===== config.mk =====
export PLATFORM = sky130hd
export DESIGN_NAME = seg_digit_scan_flat
export DESIGN_NICKNAME = d
export VERILOG_FILES = /design/src/rtl/seg_digit_scan_pkg.sv /design/src/rtl/seg_digit_scan_if.sv /design/src/rtl/seg_digit_scan_tick_gen.sv /design/src/rtl/seg_digit_scan.sv /design/src/flat_wrapper.sv
export SDC_FILE = /design/constraint.sdc
export NUM_CORES = 1
export LEC_CHECK = 0
export BUFFER_PORTS_ARGS = -buffer_cell sky130_fd_sc_hd__clkbuf_2
export CAP_MARGIN = 20
export CORE_ASPECT_RATIO = 1.2
export CORE_UTILIZATION = 30
export DETAILED_ROUTE_END_ITERATION = 10
export GPL_TIMING_DRIVEN = 0
export REMOVE_ABC_BUFFERS = 1
export SYNTH_ARGS = -nofsm -noshare
export SYNTH_HDL_FRONTEND = slang
export SYNTH_SLANG_ARGS = --single-unit

===== constraint.sdc =====
create_clock -name clk -period 2.25 [get_ports clk]
set_input_delay 0.45 -clock clk [delete_from_list [all_inputs] [get_ports clk]]
set_output_delay 0.45 -clock clk [all_outputs]
set_load 0.02 [all_outputs]

===== src/rtl/seg_digit_scan_pkg.sv =====
// Shared types and helpers for the multiplexed 7-segment digit scanner.
// Optional leading-zero blanking is enabled with SEG_LEADING_ZERO_BLANK_EN.
package seg_pkg;

    typedef enum logic {
        BLANK = 1'b0,
        DRIVE = 1'b1
    } scan_state_t;

    localparam int DIGIT_W    = 4;
    localparam int MAX_DIGITS = 16;

    // Active-low anode pattern with only bit idx pulled low.
    function automatic logic [MAX_DIGITS-1:0] onehot_low(input logic [3:0] idx);
        logic [MAX_DIGITS-1:0] pat;
        pat      = {MAX_DIGITS{1'b1}};
        pat[idx] = 1'b0;
        return pat;
    endfunction

endpackage


===== src/rtl/seg_digit_scan_if.sv =====
// Write port of the digit scanner: one-cycle strobe plus packed digit word.
interface seg_digit_scan_if
    import seg_pkg::*;
#(
    parameter int NUM_DIGITS = 4
) ();

    logic                          wr_en;
    logic [DIGIT_W*NUM_DIGITS-1:0] wr_data;

    modport master (output wr_en, output wr_data);
    modport slave  (input  wr_en, input  wr_data);

endinterface


===== src/rtl/seg_digit_scan_tick_gen.sv =====
// Slot timer: counts clocks within one digit slot and flags the wrap and
// the leading dead-time window.
module seg_tick_gen #(
    parameter  int PRESCALE = 1000,
    parameter  int DEADTIME = 2,
    localparam int CNT_W    = $clog2(PRESCALE)
) (
    input  logic             clk,
    input  logic             rst,
    output logic [CNT_W-1:0] cnt_o,
    output logic             slot_wrap_o,
    output logic             in_dead_o
);

    logic [CNT_W-1:0] cnt_q;
    logic [CNT_W-1:0] cnt_d;

    // Next count and slot flags decoded from the current count.
    always_comb begin
        slot_wrap_o = (cnt_q == CNT_W'(PRESCALE - 1));
        in_dead_o   = (cnt_q < CNT_W'(DEADTIME));
        if (slot_wrap_o) begin
            cnt_d = '0;
        end else begin
            cnt_d = cnt_q + CNT_W'(1);
        end
    end

    // Slot counter register.
    always_ff @(posedge clk) begin
        if (rst) begin
            cnt_q <= '0;
        end else begin
            cnt_q <= cnt_d;
        end
    end

    assign cnt_o = cnt_q;

endmodule


===== src/rtl/seg_digit_scan.sv =====
// Time-multiplexed 7-segment digit scanner with frame-aligned double buffer.
// Define SEG_LEADING_ZERO_BLANK_EN to suppress leading zero digits.
module seg_digit_scan
    import seg_pkg::*;
#(
    parameter int NUM_DIGITS = 4,
    parameter int PRESCALE   = 1000,
    parameter int DEADTIME   = 2
) (
    input  logic                          clk,
    input  logic                          rst,
    seg_digit_scan_if.slave               wr_bus,
    output logic [DIGIT_W-1:0]            D,
    output logic [NUM_DIGITS-1:0]         an,
    output logic [$clog2(NUM_DIGITS)-1:0] digit_idx,
    output logic                          frame_strb
);

    localparam int IDX_W  = $clog2(NUM_DIGITS);
    localparam int CNT_W  = $clog2(PRESCALE);
    localparam int WORD_W = DIGIT_W * NUM_DIGITS;

    logic [CNT_W-1:0]      cnt_s;
    logic                  slot_wrap_s;
    logic                  in_dead_s;
    logic                  frame_end_s;
    logic [DIGIT_W-1:0]    cur_digit_s;
    logic [NUM_DIGITS-1:0] drive_pat_s;

    logic [IDX_W-1:0]      idx_q,      idx_d;
    logic [WORD_W-1:0]     disp_q,     disp_d;
    logic [WORD_W-1:0]     pend_q,     pend_d;
    logic                  pend_vld_q, pend_vld_d;

    scan_state_t           state_q;
    logic [DIGIT_W-1:0]    d_q;
    logic [NUM_DIGITS-1:0] an_q;
    logic                  strb_q;

    seg_tick_gen #(
        .PRESCALE (PRESCALE),
        .DEADTIME (DEADTIME)
    ) u_tick (
        .clk         (clk),
        .rst         (rst),
        .cnt_o       (cnt_s),
        .slot_wrap_o (slot_wrap_s),
        .in_dead_o   (in_dead_s)
    );

`ifdef SEG_LEADING_ZERO_BLANK_EN
    logic [NUM_DIGITS-1:0] blank_q, blank_d;
    logic                  zero_run_s;

    // Leading-zero mask of the word that becomes visible at the boundary.
    always_comb begin
        blank_d    = '0;
        zero_run_s = 1'b1;
        for (int i = NUM_DIGITS - 1; i >= 1; i--) begin
            zero_run_s = zero_run_s && (disp_d[i*DIGIT_W +: DIGIT_W] == 4'h0);
            blank_d[i] = zero_run_s;
        end
    end

    // Blank flags are refreshed only together with the display register.
    always_ff @(posedge clk) begin
        if (rst) begin
            blank_q <= {{(NUM_DIGITS-1){1'b1}}, 1'b0};
        end else if (frame_end_s) begin
            blank_q <= blank_d;
        end else begin
            blank_q <= blank_q;
        end
    end
`endif

    // Digit index stepping, double-buffer transfer and anode pattern.
    always_comb begin
        frame_end_s = slot_wrap_s && (idx_q == IDX_W'(NUM_DIGITS - 1));

        if (!slot_wrap_s) begin
            idx_d = idx_q;
        end else if (idx_q == IDX_W'(NUM_DIGITS - 1)) begin
            idx_d = '0;
        end else begin
            idx_d = idx_q + IDX_W'(1);
        end

        disp_d     = disp_q;
        pend_d     = pend_q;
        pend_vld_d = pend_vld_q;
        // Transfer uses the old pending word, so a same-cycle write waits a frame.
        if (frame_end_s && pend_vld_q) begin
            disp_d     = pend_q;
            pend_vld_d = 1'b0;
        end else begin
            disp_d     = disp_q;
        end
        if (wr_bus.wr_en) begin
            pend_d     = wr_bus.wr_data;
            pend_vld_d = 1'b1;
        end else begin
            pend_d     = pend_q;
        end

        cur_digit_s = disp_q[idx_q*DIGIT_W +: DIGIT_W];
`ifdef SEG_LEADING_ZERO_BLANK_EN
        if (blank_q[idx_q]) begin
            drive_pat_s = '1;
        end else begin
            drive_pat_s = NUM_DIGITS'(onehot_low(4'(idx_q)));
        end
`else
        drive_pat_s = NUM_DIGITS'(onehot_low(4'(idx_q)));
`endif
    end

    // Digit index and double-buffer registers.
    always_ff @(posedge clk) begin
        if (rst) begin
            idx_q      <= '0;
            disp_q     <= '0;
            pend_q     <= '0;
            pend_vld_q <= 1'b0;
        end else begin
            idx_q      <= idx_d;
            disp_q     <= disp_d;
            pend_q     <= pend_d;
            pend_vld_q <= pend_vld_d;
        end
    end

    // Blank/drive FSM with registered digit, anode and strobe outputs.
    always_ff @(posedge clk) begin
        if (rst) begin
            state_q <= BLANK;
            d_q     <= 4'h0;
            an_q    <= '1;
            strb_q  <= 1'b0;
        end else begin
            d_q    <= cur_digit_s;
            strb_q <= frame_end_s;
            case (state_q)
                BLANK: begin
                    if (cnt_s == CNT_W'(DEADTIME)) begin
                        state_q <= DRIVE;
                        an_q    <= drive_pat_s;
                    end else begin
                        state_q <= BLANK;
                        an_q    <= '1;
                    end
                end
                DRIVE: begin
                    if (in_dead_s) begin
                        state_q <= BLANK;
                        an_q    <= '1;
                    end else begin
                        state_q <= DRIVE;
                        an_q    <= drive_pat_s;
                    end
                end
                default: begin
                    state_q <= BLANK;
                    an_q    <= '1;
                end
            endcase
        end
    end

    assign D          = d_q;
    assign an         = an_q;
    assign digit_idx  = idx_q;
    assign frame_strb = strb_q;

endmodule


===== src/flat_wrapper.sv =====
// flat-port wrapper written by rule: the top's interface ports become plain ports
module seg_digit_scan_flat import seg_pkg::*;
#(
    parameter int NUM_DIGITS = 4,
    parameter int PRESCALE   = 1000,
    parameter int DEADTIME   = 2
)
  (clk, rst, D, an, digit_idx, frame_strb, wr_bus_wr_en, wr_bus_wr_data);
  seg_digit_scan_if #(.NUM_DIGITS(NUM_DIGITS)) wr_bus_i ();
  input  logic clk;
  input  logic rst;
  output logic [DIGIT_W-1:0] D;
  output logic [NUM_DIGITS-1:0] an;
  output logic [$clog2(NUM_DIGITS)-1:0] digit_idx;
  output logic frame_strb;
  input wire logic [$bits(wr_bus_i.wr_en)-1:0] wr_bus_wr_en;
  input wire logic [$bits(wr_bus_i.wr_data)-1:0] wr_bus_wr_data;
  assign wr_bus_i.wr_en = wr_bus_wr_en;
  assign wr_bus_i.wr_data = wr_bus_wr_data;
  seg_digit_scan #(.NUM_DIGITS(NUM_DIGITS), .PRESCALE(PRESCALE), .DEADTIME(DEADTIME)) u_core (.clk(clk), .rst(rst), .wr_bus(wr_bus_i), .D(D), .an(an), .digit_idx(digit_idx), .frame_strb(frame_strb));
endmodule

==> summary.txt, run 1 <==
Placed design
  • Port buffer count: 29
  • DP HPWL: between 2000 and 3000 um
  • Routability cong.: approximately 0.75

Synth
  • Main combinational cell family by area after synthesis: multiplexers
  • Mean Syn Cell Area: just under 10 um2
  • Syn Inst Count: roughly 230
  • Post-synthesis mux area share: slightly below 20%
  • Mapped Area: between 0.002 and 0.0025 mm2
  • Synth Area in Simple Gates: a little under a fifth
  • Synth Register Bits: 55
  • Adder-cell share of the synthesized area: 3.350%
  • Register area share after synthesis: 49.13%
  • Compound-cell area share of the yosys netlist: 4.802%
  • XOR/XNOR share of the synthesized area: 1.173%
  • Synth unique cells: 30
  • Ys Warns: 0

Global route
  • GRT Residual Overflow: 0
  • Initial antenna violation count: 0
  • Met1 usage: roughly an eighth
  • Largest net degree at the start of global routing: 41
  • Met3 usage: around 3.1%
  • All-layer global routing usage: between 10 and 15%
  • Vias in the first global route: between 1.5k and 2k
  • Met2 Use GR: a little under 20%
  • GR peak layer: met2
  • First-pass GRT wire length: 6913 um

Timing
  • RSZ-0062 raised after global routing: false
  • Tcrit/Tclk final: approximately nine tenths
  • Final hold slack: roughly 0.38 ns
  • Finish-stage setup viols: 0
  • Fmax: just under 0.5 GHz
  • Period minus WS final: a little over 2 ns
  • Clock skew: around 0.0074 ns
  • Worst Max-Slew Pin Slew: approximately 0.87 ns
  • Slew Limit Headroom: a little over two fifths
  • Slew Limit Fails: 0
  • Final Hold Fails: 0

Drt
  • Antenna viol nets, final: 0
  • Vias: 1595
  • DRC violations left: 0
  • WL/cell: 11.75 um
  • 1st-iter DRT viols: 57
  • Initial DRT Pass Iterations: 4
  • Routed Wire Length: about 4100 um
  • Vias/cell: approximately 4.6

Clocking
  • Clk Latency, worst-skew pair: ~0.3 ns
  • CTS tree: built
  • H-tree levels: 2
  • CTS root buffer: clkbuf_8
  • Sink Count: 55
  • Clock Path Buffers: 2
  • CTS Buf Count: 5
  • CTS clk-pin slew, worst paths: 0.10 ns

Min path
  • Worst hold path class: in -> reg
  • Hold path depth: 3
  • Hold EP: u_core.pend_q[12]
  • Hold path start: wr_bus_wr_data[12]

Critical path
  • CP max stage cell: dfxtp_1
  • Data required, critical path: ~2.5 ns
  • Crit Path Class: reg -> reg
  • Cells on worst reg2reg path: 5
  • Critical Path End Type: flop
  • FF-to-FF End: u_core.disp_q[4]
  • Worst r2r src: u_core.digit_idx[0]
  • CP max FO: 9
  • Worst Path Arrival: between 2 and 2.5 ns
  • Crit path launch type: flop
  • R2R Setup Slk: roughly 0.24 ns
  • Max stage delay on crit path: roughly 0.64 ns
  • Crit path buffers/inverters: 1
  • Crit-path cells: ha_1 -> nand4_1 -> nor4_4 -> buf_4 -> mux2i_1
  • Worst path top cell family by delay: flip-flops

Pwr
  • PD cells: slightly above 700 mW/mm2
  • Max VDD drop: about 0.38 mV
  • Power Total: around 1.9 mW
  • Leak: between 1 and 1.5 nW

Die
  • Die Area: 0.007821 mm2
  • Io pins: 30
  • Starting Density: between 30% and 40%
  • Core area: between 0.007 and 0.008 mm2
  • Die extent in y: around 97 um
  • Row count: 34
  • Die Width: 80.90 um

Finish
  • Most common cell after layout, fill and taps aside: dfxtp_1
  • Final Util: 36.11%
  • Final nets: 280
  • Most frequent cells in the layout: dfxtp_1 (55), nand2_1 (37), mux2i_1 (33), clkbuf_2 (29), nor2_1 (24)
  • Synthesis-to-layout area growth: 16.53%
  • Share of layout cells above drive strength 1: between 10% and 20%
  • ANT cells: 0
  • Fillcell total: roughly 760

Job
  • Max Cap Viol: 0

Status
  • Status: finished clean
[cell families (layout without fill, tap and decap cells)]
kind of cell,count (synthesis),count (layout)
buffers and inverters,22,49
AOI/OAI and AO/OA,18,18
and+or+nand+nor,87,87
xor gates and xnor gates,3,3
muxes,38,38
adders and majority gates,6,6
DFF,55,55
[routing by layer]
| layer | vias up | routed length (um) |
|---|---|---|
| met2 | 30 | 2008 |
| met3 | 5 | 195 |
| met4 | 0 | 61 |
| met1 | 730 | 1797 |
| li1 | 830 | - |
| met5 | - | 0 |
[sequential cells by signal, indices dropped and copies added (netlist names)]
register,cells
u_core.D,4
u_core.an,4
u_core.digit_idx,2
u_core.disp_q,16
u_core.frame_strb,1
u_core.pend_q,16
u_core.pend_vld_q,1
u_core.state_q,1
u_core.u_tick.cnt_o,10
[power breakdown]
| part | leakage, nW | internal, mW | total [mW] | switching, mW |
|---|---|---|---|---|
| Clock | 0.0644 | 0.444 | 0.759 | 0.315 |
| Combinational | 0.503 | 0.0459 | 0.104 | 0.0577 |
| Sequential | 0.448 | 1.00 | 1.02 | 0.0231 |
| Total | 1.02 | 1.49 | 1.89 | 0.396 |
[cells in the mapped netlist, drive strengths merged]
cell	n	share of area, %
or3b	1	0.39
or2	1	0.28
o311ai	1	0.39
ha	6	3.3
nand2	37	6.2
or3	2	0.56
o31ai	4	1.3
and4	1	0.39
o21ai	6	1.3
nor4	4	1.8
buf	2	0.73
inv	9	1.5
mux2	1	0.50
a311oi	1	0.39
and2	4	1.1
or4	2	0.67
nor2	24	4.0
xor2	2	0.78
or4b	1	0.45
nor3	2	0.45
a21oi	6	1.3
mux4	4	4.0
nand4	2	0.56
mux2i	33	15
clkbuf	11	1.8
nand3	6	1.3
dfxtp	55	49
xnor2	1	0.39
[worst min-delay path: cells and delay by family]
kind | cells | cell delay [ns]
muxes | 1 | 0.05
and+or+nand+nor | 1 | 0.07
buffers and inverters | 1 | 0.08
[stage by stage]
step / cells / setup slack, ns / setup TNS (ns) / area [um2]
after global placement: 335 / -0.2827 / -5.995 / 2441
after floorplan: 216 / 0.05421 / 0 / 2183
after detailed placement: 336 / -0.2971 / -2.360 / 2452
after CTS: 345 / 0.03879 / 0 / 2596
after global routing: 346 / 0.1103 / 0 / 2611
final: 346 / 0.2362 / 0 / 2611
[layout make-up]
type | instances | area [um2] | share of cell area (%)
Clock buffer | 5 | 68.82 | 2.635
Clock inverter | 3 | 67.56 | 2.587
Inverter | 9 | 33.78 | 1.294
Multi-Input combinational cell | 152 | 1049 | 40.15
Sequential cell | 55 | 1101 | 42.17
Tap cell | 90 | 112.6 | 4.312
Timing Repair Buffer | 32 | 178.9 | 6.852
[what timing repair did]
item,CTS,global route
buffers inserted,1,0
resized for setup,0,0
setup endpoints to repair,8,0
hold buffers,0,0
[how the worst max path moves through the flow]
stage	slack (ns)	to	cells after the start	from
detailed placement	-0.30	u_core.u_tick.cnt_o[6]	4	rst
finish	0.24	u_core.disp_q[4]	5	u_core.digit_idx[0]
floorplan	0.05	u_core.disp_q[0]	4	u_core.digit_idx[0]
CTS	0.04	u_core.u_tick.cnt_o[5]	4	rst
global placement	-0.28	u_core.disp_q[2]	4	u_core.digit_idx[0]
global route	0.11	u_core.disp_q[11]	5	u_core.digit_idx[0]
Power figures use the tool's default switching activity.
==> run 2, diff against run 1 <==
- BUFFER_PORTS_ARGS: -buffer_cell sky130_fd_sc_hd__clkbuf_2 -> -buffer_cell sky130_fd_sc_hd__buf_2
- CORE_ASPECT_RATIO: 1.2 -> 1.75
==> run 2 against run 1 <==
Compared with the run above:
- worst setup slack better by 0.052 ns
- power is 1.8% higher
- routed wire length is 3.1% higher
- utilization is 0.37 points higher
- sequential power hardly changed
- fmax is 2.6% higher
- clock power is 4.3% higher
- sequential share of layout area is 0.39 points lower
- design area is 1.1% higher
- first-iteration DRC count is 25% higher
- via count is 1.1% higher
- clock-buffer cell count is 1 higher
- critical path type unchanged
- critical endpoint is now u_core.disp_q[1]
- largest power group unchanged
==> summary.txt, run 2 (synthesis gave the netlist of run 1 again) <==
Pwr
  • Power Total: 1.922 mW (+1.8%)
  • Max VDD drop: 0.3754 mV (-0.97%)
  • PD cells: 728.2 mW/mm2 (+0.78%)
  • Leak: 1.027 nW (+1.2%)

Timing
  • Period minus WS final: 1.962 ns (-0.05196 ns)
  • Fmax: 0.5097 GHz (+2.6%)
  • Final Hold Fails: 0 (unchanged)
  • Clock skew: 0.006867 ns (-0.0005564 ns)
  • Final setup margin: 0.2881 ns (+0.05196 ns)
  • Worst Max-Slew Pin Slew: 0.8557 ns (-0.01116 ns)
  • Tcrit/Tclk final: 87.19% (-2.3 points)
  • Finish-stage setup viols: 0 (unchanged)
  • Slew Limit Fails: 0 (unchanged)
  • Final hold slack: 0.3948 ns (+0.01942 ns)
  • TNS Setup: 0 ns (unchanged)
  • Slew Limit Headroom: 42.47% (+0.75 points)
  • RSZ-0062 raised after global routing: false

Finish
  • Share of layout cells above drive strength 1: 18.75% (+0.39 points)
  • Synthesis-to-layout area growth: 17.76%
  • Register area: 0.001102 mm2 (+0.11%)
  • Fillcell total: 727 (-4.6%)
  • Final nets: 280 (unchanged)
  • Most frequent cells in the layout: dfxtp_1 (54), nand2_1 (37), mux2i_1 (33), buf_2 (29), nor2_1 (24)
  • Most common cell after layout, fill and taps aside: dfxtp_1
  • Multi-input logic area: 0.001049 mm2 (unchanged)
  • ANT cells: 0 (unchanged)

Clocking
  • Hold buffers post-CTS: 0 (unchanged)
  • CTS Buf Count: 5 (unchanged)
  • CTS clk-pin slew, worst paths: 0.07 ns (-0.03 ns)
  • Clock Path Buffers: 2 (unchanged)
  • Sink Count: 55 (unchanged)
  • Clk Latency, worst-skew pair: 0.29 ns (about the same)
  • CTS root buffer: clkbuf_16
  • CTS tree: built
  • H-tree levels: 2 (unchanged)

Drt
  • Antenna viol nets, final: 0 (unchanged)
  • Vias/cell: 4.713 (+2.2%)
  • DRC violations left: 0 (unchanged)
  • Vias: 1612 (+1.1%)
  • 1st-iter DRT viols: 71 (+25%)
  • Routed Wire Length: 4188 um (+3.1%)
  • Initial DRT Pass Iterations: 4 (unchanged)
  • WL/cell: 12.25 um (+4.3%)

Job
  • Max Cap Viol: 0 (unchanged)

Global route
  • Largest net degree at the start of global routing: 41 (unchanged)
  • Vias in the first global route: 1526 (-1.9%)
  • Initial antenna violation count: 0 (unchanged)
  • GRT Residual Overflow: 0 (unchanged)
  • All-layer global routing usage: 11.67% (+0.27 points)
  • First-pass GRT wire length: 6996 um (+1.2%)

Die
  • Die Width: 67.33 um (-17%)
  • Io pins: 30 (unchanged)
  • Die Area: 0.007833 mm2 (+0.15%)
  • Die extent in y: 116.3 um (+20%)
  • Core area: 0.007233 mm2 (about the same)
  • Row count: 41 (+21%)
  • Starting Density: 30.98% (about the same)

Critical path
  • Crit Path Class: reg -> reg
  • Crit path launch type: flop
  • Critical Path End Type: flop
  • CP max FO: 11 (+2)
  • Worst Path Arrival: 2.18 ns (-0.07 ns)
  • R2R Setup Slk: 0.29 ns (+0.05 ns)
  • Data required, critical path: 2.47 ns (-0.02 ns)

Placed design
  • DP HPWL: 2877 um (+2.9%)
  • Routability cong.: 0.8159 (+9.1%)
  • Worst slack, placed: -0.1359 ns (+0.1612 ns)
  • Port buffer count: 29 (unchanged)

Status
  • Status: finished clean

Min path
  • Worst hold path class: in -> reg
==> run 2: cell count changes in the layout (fill, tap and decap cells not counted) <==
cell / change
clkbuf_2: -29
dfxtp_2: +1
dfxtp_1: -1
buf_8: -1
bufinv_16: -2
buf_16: +1
clkinv_4: +1
buf_2: +29
clkbuf_16: +5
clkbuf_8: -4
==> run 2: metrics by stage <==
stage	cells	area (um2)	utilization, %
floorplan	216	2183	-
global placement	331	2436	33.68
detailed placement	332	2447	33.84
CTS	340	2603	35.98
global route	342	2639	36.48
finish	342	2639	36.48
==> run 2: where the power goes <==
part / switching, mW / internal, mW
clock: 0.347 / 0.445
sequential: 0.0221 / 1.00
combinational: 0.0580 / 0.0480
==> run 2: cell type report <==
| class | count | share of cell area (%) |
|---|---|---|
| clock inverters | 2 | 0.6164 |
| well taps | 86 | 4.078 |
| inverters | 9 | 1.280 |
| multi-input cells | 152 | 39.73 |
| repair buffers | 32 | 7.255 |
| flip-flops and latches | 55 | 41.77 |
| clock buffers | 6 | 5.263 |
==> run 2: worst paths after layout <==
kind / from / endpoint / cells past startpoint
setup / recovery: u_core.digit_idx[1] / u_core.disp_q[1] / 5
hold / removal: wr_bus_wr_data[15] / u_core.pend_q[15] / 3
setup reg to reg: u_core.digit_idx[1] / u_core.disp_q[1] / 5
hold reg to reg: u_core.pend_q[9] / u_core.disp_q[9] / 2
==> run 2: critical path, cell delays in order (launching register included) <==
cell and delay (ns):
dfxtp_1 0.58, ha_1 0.29, nand4_1 0.22, nor4_4 0.37, buf_6 0.22, mux2i_1 0.21
==> run 2: routing by layer <==
layer / wire [um] / up-vias / share of wire, % / GRT usage (%)
li1: - / 832 / - / -
met1: 1880 / 753 / 45 / 14.29
met2: 2145 / 23 / 51 / 19.93
met3: 114 / 4 / 2.7 / 2.344
met4: 47 / 0 / 1.1 / 3.830
met5: 0 / - / 0 / 0
==> run 2: repair_timing <==
action / CTS / global route
endpoints found under the hold margin: 0 / 0
setup buffers: 0 / 1
resized for setup: 0 / 1
setup endpoints to repair: 0 / 11
==> run 3, diff against run 2 <==
- clock period: 2.25 -> 2 ns (I/O delays scaled with it)
==> run 3 against run 2 <==
Compared with the run above:
- sequential share of layout area up 0.21 points
- die area stayed put
- non-clock buffer count decreased by 1
- routed wire length is 2.1% higher
- combinational power grew 10%
- critical path type unchanged
- highest routed layer unchanged
==> summary.txt, run 3 (synthesis gave the netlist of run 1 again) <==
Critical path
  • Critical Path End Type: flop
  • Cells on worst reg2reg path: 5 (unchanged)
  • R2R Setup Slk: 0.14 ns (-0.15 ns)
  • Crit Path Class: reg -> reg
  • Data required, critical path: 2.22 ns (-0.25 ns)
  • Crit path launch type: flop
  • FF-to-FF End: u_core.disp_q[1]
  • CP max FO: 11 (unchanged)
  • Worst Path Arrival: 2.08 ns (-0.10 ns)
  • Worst r2r src: u_core.digit_idx[0]

Drt
  • DRC violations left: 0 (unchanged)
  • Antenna viol nets, final: 0 (unchanged)
  • Initial DRT Pass Iterations: 4 (unchanged)
  • Vias/cell: 4.787 (+1.6%)
  • WL/cell: 12.51 um (+2.1%)
  • Routed Wire Length: 4278 um (+2.1%)
  • 1st-iter DRT viols: 78 (+9.9%)
  • Vias: 1637 (+1.6%)

Timing
  • RSZ-0062 raised after global routing: false
  • Slew Limit Fails: 0 (unchanged)
  • Tcrit/Tclk final: 92.94% (+5.7 points)
  • Period minus WS final: 1.859 ns (-0.1030 ns)
  • Slew Limit Headroom: 58.93% (+16 points)
  • Fmax: 0.5380 GHz (+5.5%)
  • Worst Max-Slew Pin Slew: 0.6161 ns (-0.2396 ns)
  • TNS Setup: 0 ns (unchanged)
  • Final hold slack: 0.3430 ns (-0.05188 ns)
  • Final Hold Fails: 0 (unchanged)
  • Finish-stage setup viols: 0 (unchanged)
  • Clock skew: 0.007854 ns (+0.0009869 ns)

Placed design
  • Routability cong.: 0.8159 (unchanged)
  • Placed Cells: 332 (unchanged)
  • Dpl cell area: 0.002447 mm2 (unchanged)
  • DP HPWL: 2877 um (unchanged)
  • Port buffer count: 29 (unchanged)

Finish
  • Most common cell after layout, fill and taps aside: dfxtp_1
  • Final nets: 280 (unchanged)
  • Post-Layout Inst Area: 0.002629 mm2 (-0.38%)
  • Share of layout cells above drive strength 1: 19.92% (+1.2 points)
  • ANT cells: 0 (unchanged)
  • Fillcell total: 734 (+0.96%)
  • Non-filler instance count after layout: 342 (unchanged)
  • Most frequent cells in the layout: dfxtp_1 (53), nand2_1 (37), mux2i_1 (33), buf_2 (29), nor2_1 (24)
  • Synthesis-to-layout area growth: 17.31%

Die
  • Die extent in y: 116.3 um (unchanged)
  • Starting Density: 30.98% (unchanged)
  • Die Area: 0.007833 mm2 (unchanged)
  • Die Width: 67.33 um (unchanged)
  • Row count: 41 (unchanged)
  • Io pins: 30 (unchanged)
  • Core area: 0.007233 mm2 (unchanged)

Clocking
  • CTS clk-pin slew, worst paths: 0.07 ns (about the same)
  • CTS root buffer: clkbuf_16
  • Hold buffers post-CTS: 0 (unchanged)
  • Clock Path Buffers: 2 (unchanged)
  • Sink Count: 55 (unchanged)
  • CTS Buf Count: 5 (unchanged)
  • H-tree levels: 2 (unchanged)
  • CTS tree: built
  • Clk Latency, worst-skew pair: 0.29 ns (about the same)

Global route
  • All-layer global routing usage: 12.14% (+0.48 points)
  • GRT Residual Overflow: 0 (unchanged)
  • Initial antenna violation count: 0 (unchanged)
  • First-pass GRT wire length: 7231 um (+3.4%)
  • Largest net degree at the start of global routing: 29 (-29%)
  • Vias in the first global route: 1555 (+1.9%)

Status
  • Status: finished clean

Min path
  • Hold path start: wr_bus_wr_data[0]
  • Hold EP: u_core.pend_q[0]
  • Hold path depth: 3 (unchanged)
  • Worst hold path class: in -> reg

Pwr
  • PD cells: 823.2 mW/mm2 (+13%)
  • Power Total: 2.164 mW (+13%)
  • Leak: 1.011 nW (-1.6%)
  • Max VDD drop: 0.4252 mV (+13%)

Job
  • Max Cap Viol: 0 (unchanged)
## run 3: cell count changes in the layout (fill, tap and decap cells not counted)
cell	change
o31ai_1	-1
buf_16	-1
o31ai_2	+1
clkinvlp_4	+2
inv_1	-1
dfxtp_2	+1
dfxtp_1	-1
## run 3: layout make-up
class	instances	area [um2]	share of cell area, %
Tap cell	86	107.6	4.093
Multi-Input combinational cell	152	1054	40.08
Sequential cell	55	1104	41.98
Timing Repair Buffer	31	163.9	6.235
Clock inverter	2	16.27	0.6188
Clock buffer	6	138.9	5.283
Inverter	9	37.54	1.428
Timing Repair inverter	1	7.507	0.2856
## run 3: timing repair
action	4_1_cts	5_1_grt
gates resized for setup	2	3
pin swaps	1	0
buffers inserted	1	0
setup endpoints to repair	15	24
cloned	1	0
## run 3: critical path, stage by stage, from the launching register on
cell	delay [ns]
dfxtp_2	0.50
ha_1	0.27
nand4_1	0.22
nor4_4	0.37
buf_6	0.22
mux2i_1	0.21
## run 3: report_power, final
part	switching (mW)	internal (mW)	leakage, nW
logic	0.0671	0.0494	0.489
registers	0.0248	1.13	0.449
clock network	0.395	0.501	0.0731
total	0.487	1.68	1.01
## run 3: metal layers
metal | routed length (um) | GRT usage, % | share of wire (%) | vias up
met1 | 1895 | 14.89 | 44 | 773
met2 | 2208 | 20.87 | 52 | 29
met4 | 47 | 3.830 | 1.1 | 0
li1 | - | - | - | 831
met3 | 127 | 2.344 | 3.0 | 4
met5 | 0 | 0 | 0 | -
## run 3: how the worst max path moves through the flow
| stage | from | end | slack, ns | depth (start not counted) |
|---|---|---|---|---|
| after detailed placement | rst | u_core.u_tick.cnt_o[9] | -0.34 | 4 |
| after global placement | u_core.digit_idx[0] | u_core.disp_q[1] | -0.60 | 4 |
| after CTS | u_core.digit_idx[1] | u_core.disp_q[1] | 0.02 | 5 |
| after global routing | u_core.digit_idx[0] | u_core.disp_q[3] | 0.01 | 5 |
| after floorplan | u_core.digit_idx[0] | u_core.disp_q[0] | -0.20 | 4 |
| final | u_core.digit_idx[0] | u_core.disp_q[1] | 0.14 | 5 |
## run 3: stage by stage
stage	setup WS (ns)	utilization (%)
CTS	0.02135	36.22
floorplan	-0.1958	-
global placement	-0.5974	33.68
global route	0.01061	36.34
finish	0.1412	36.34
detailed placement	-0.3359	33.84
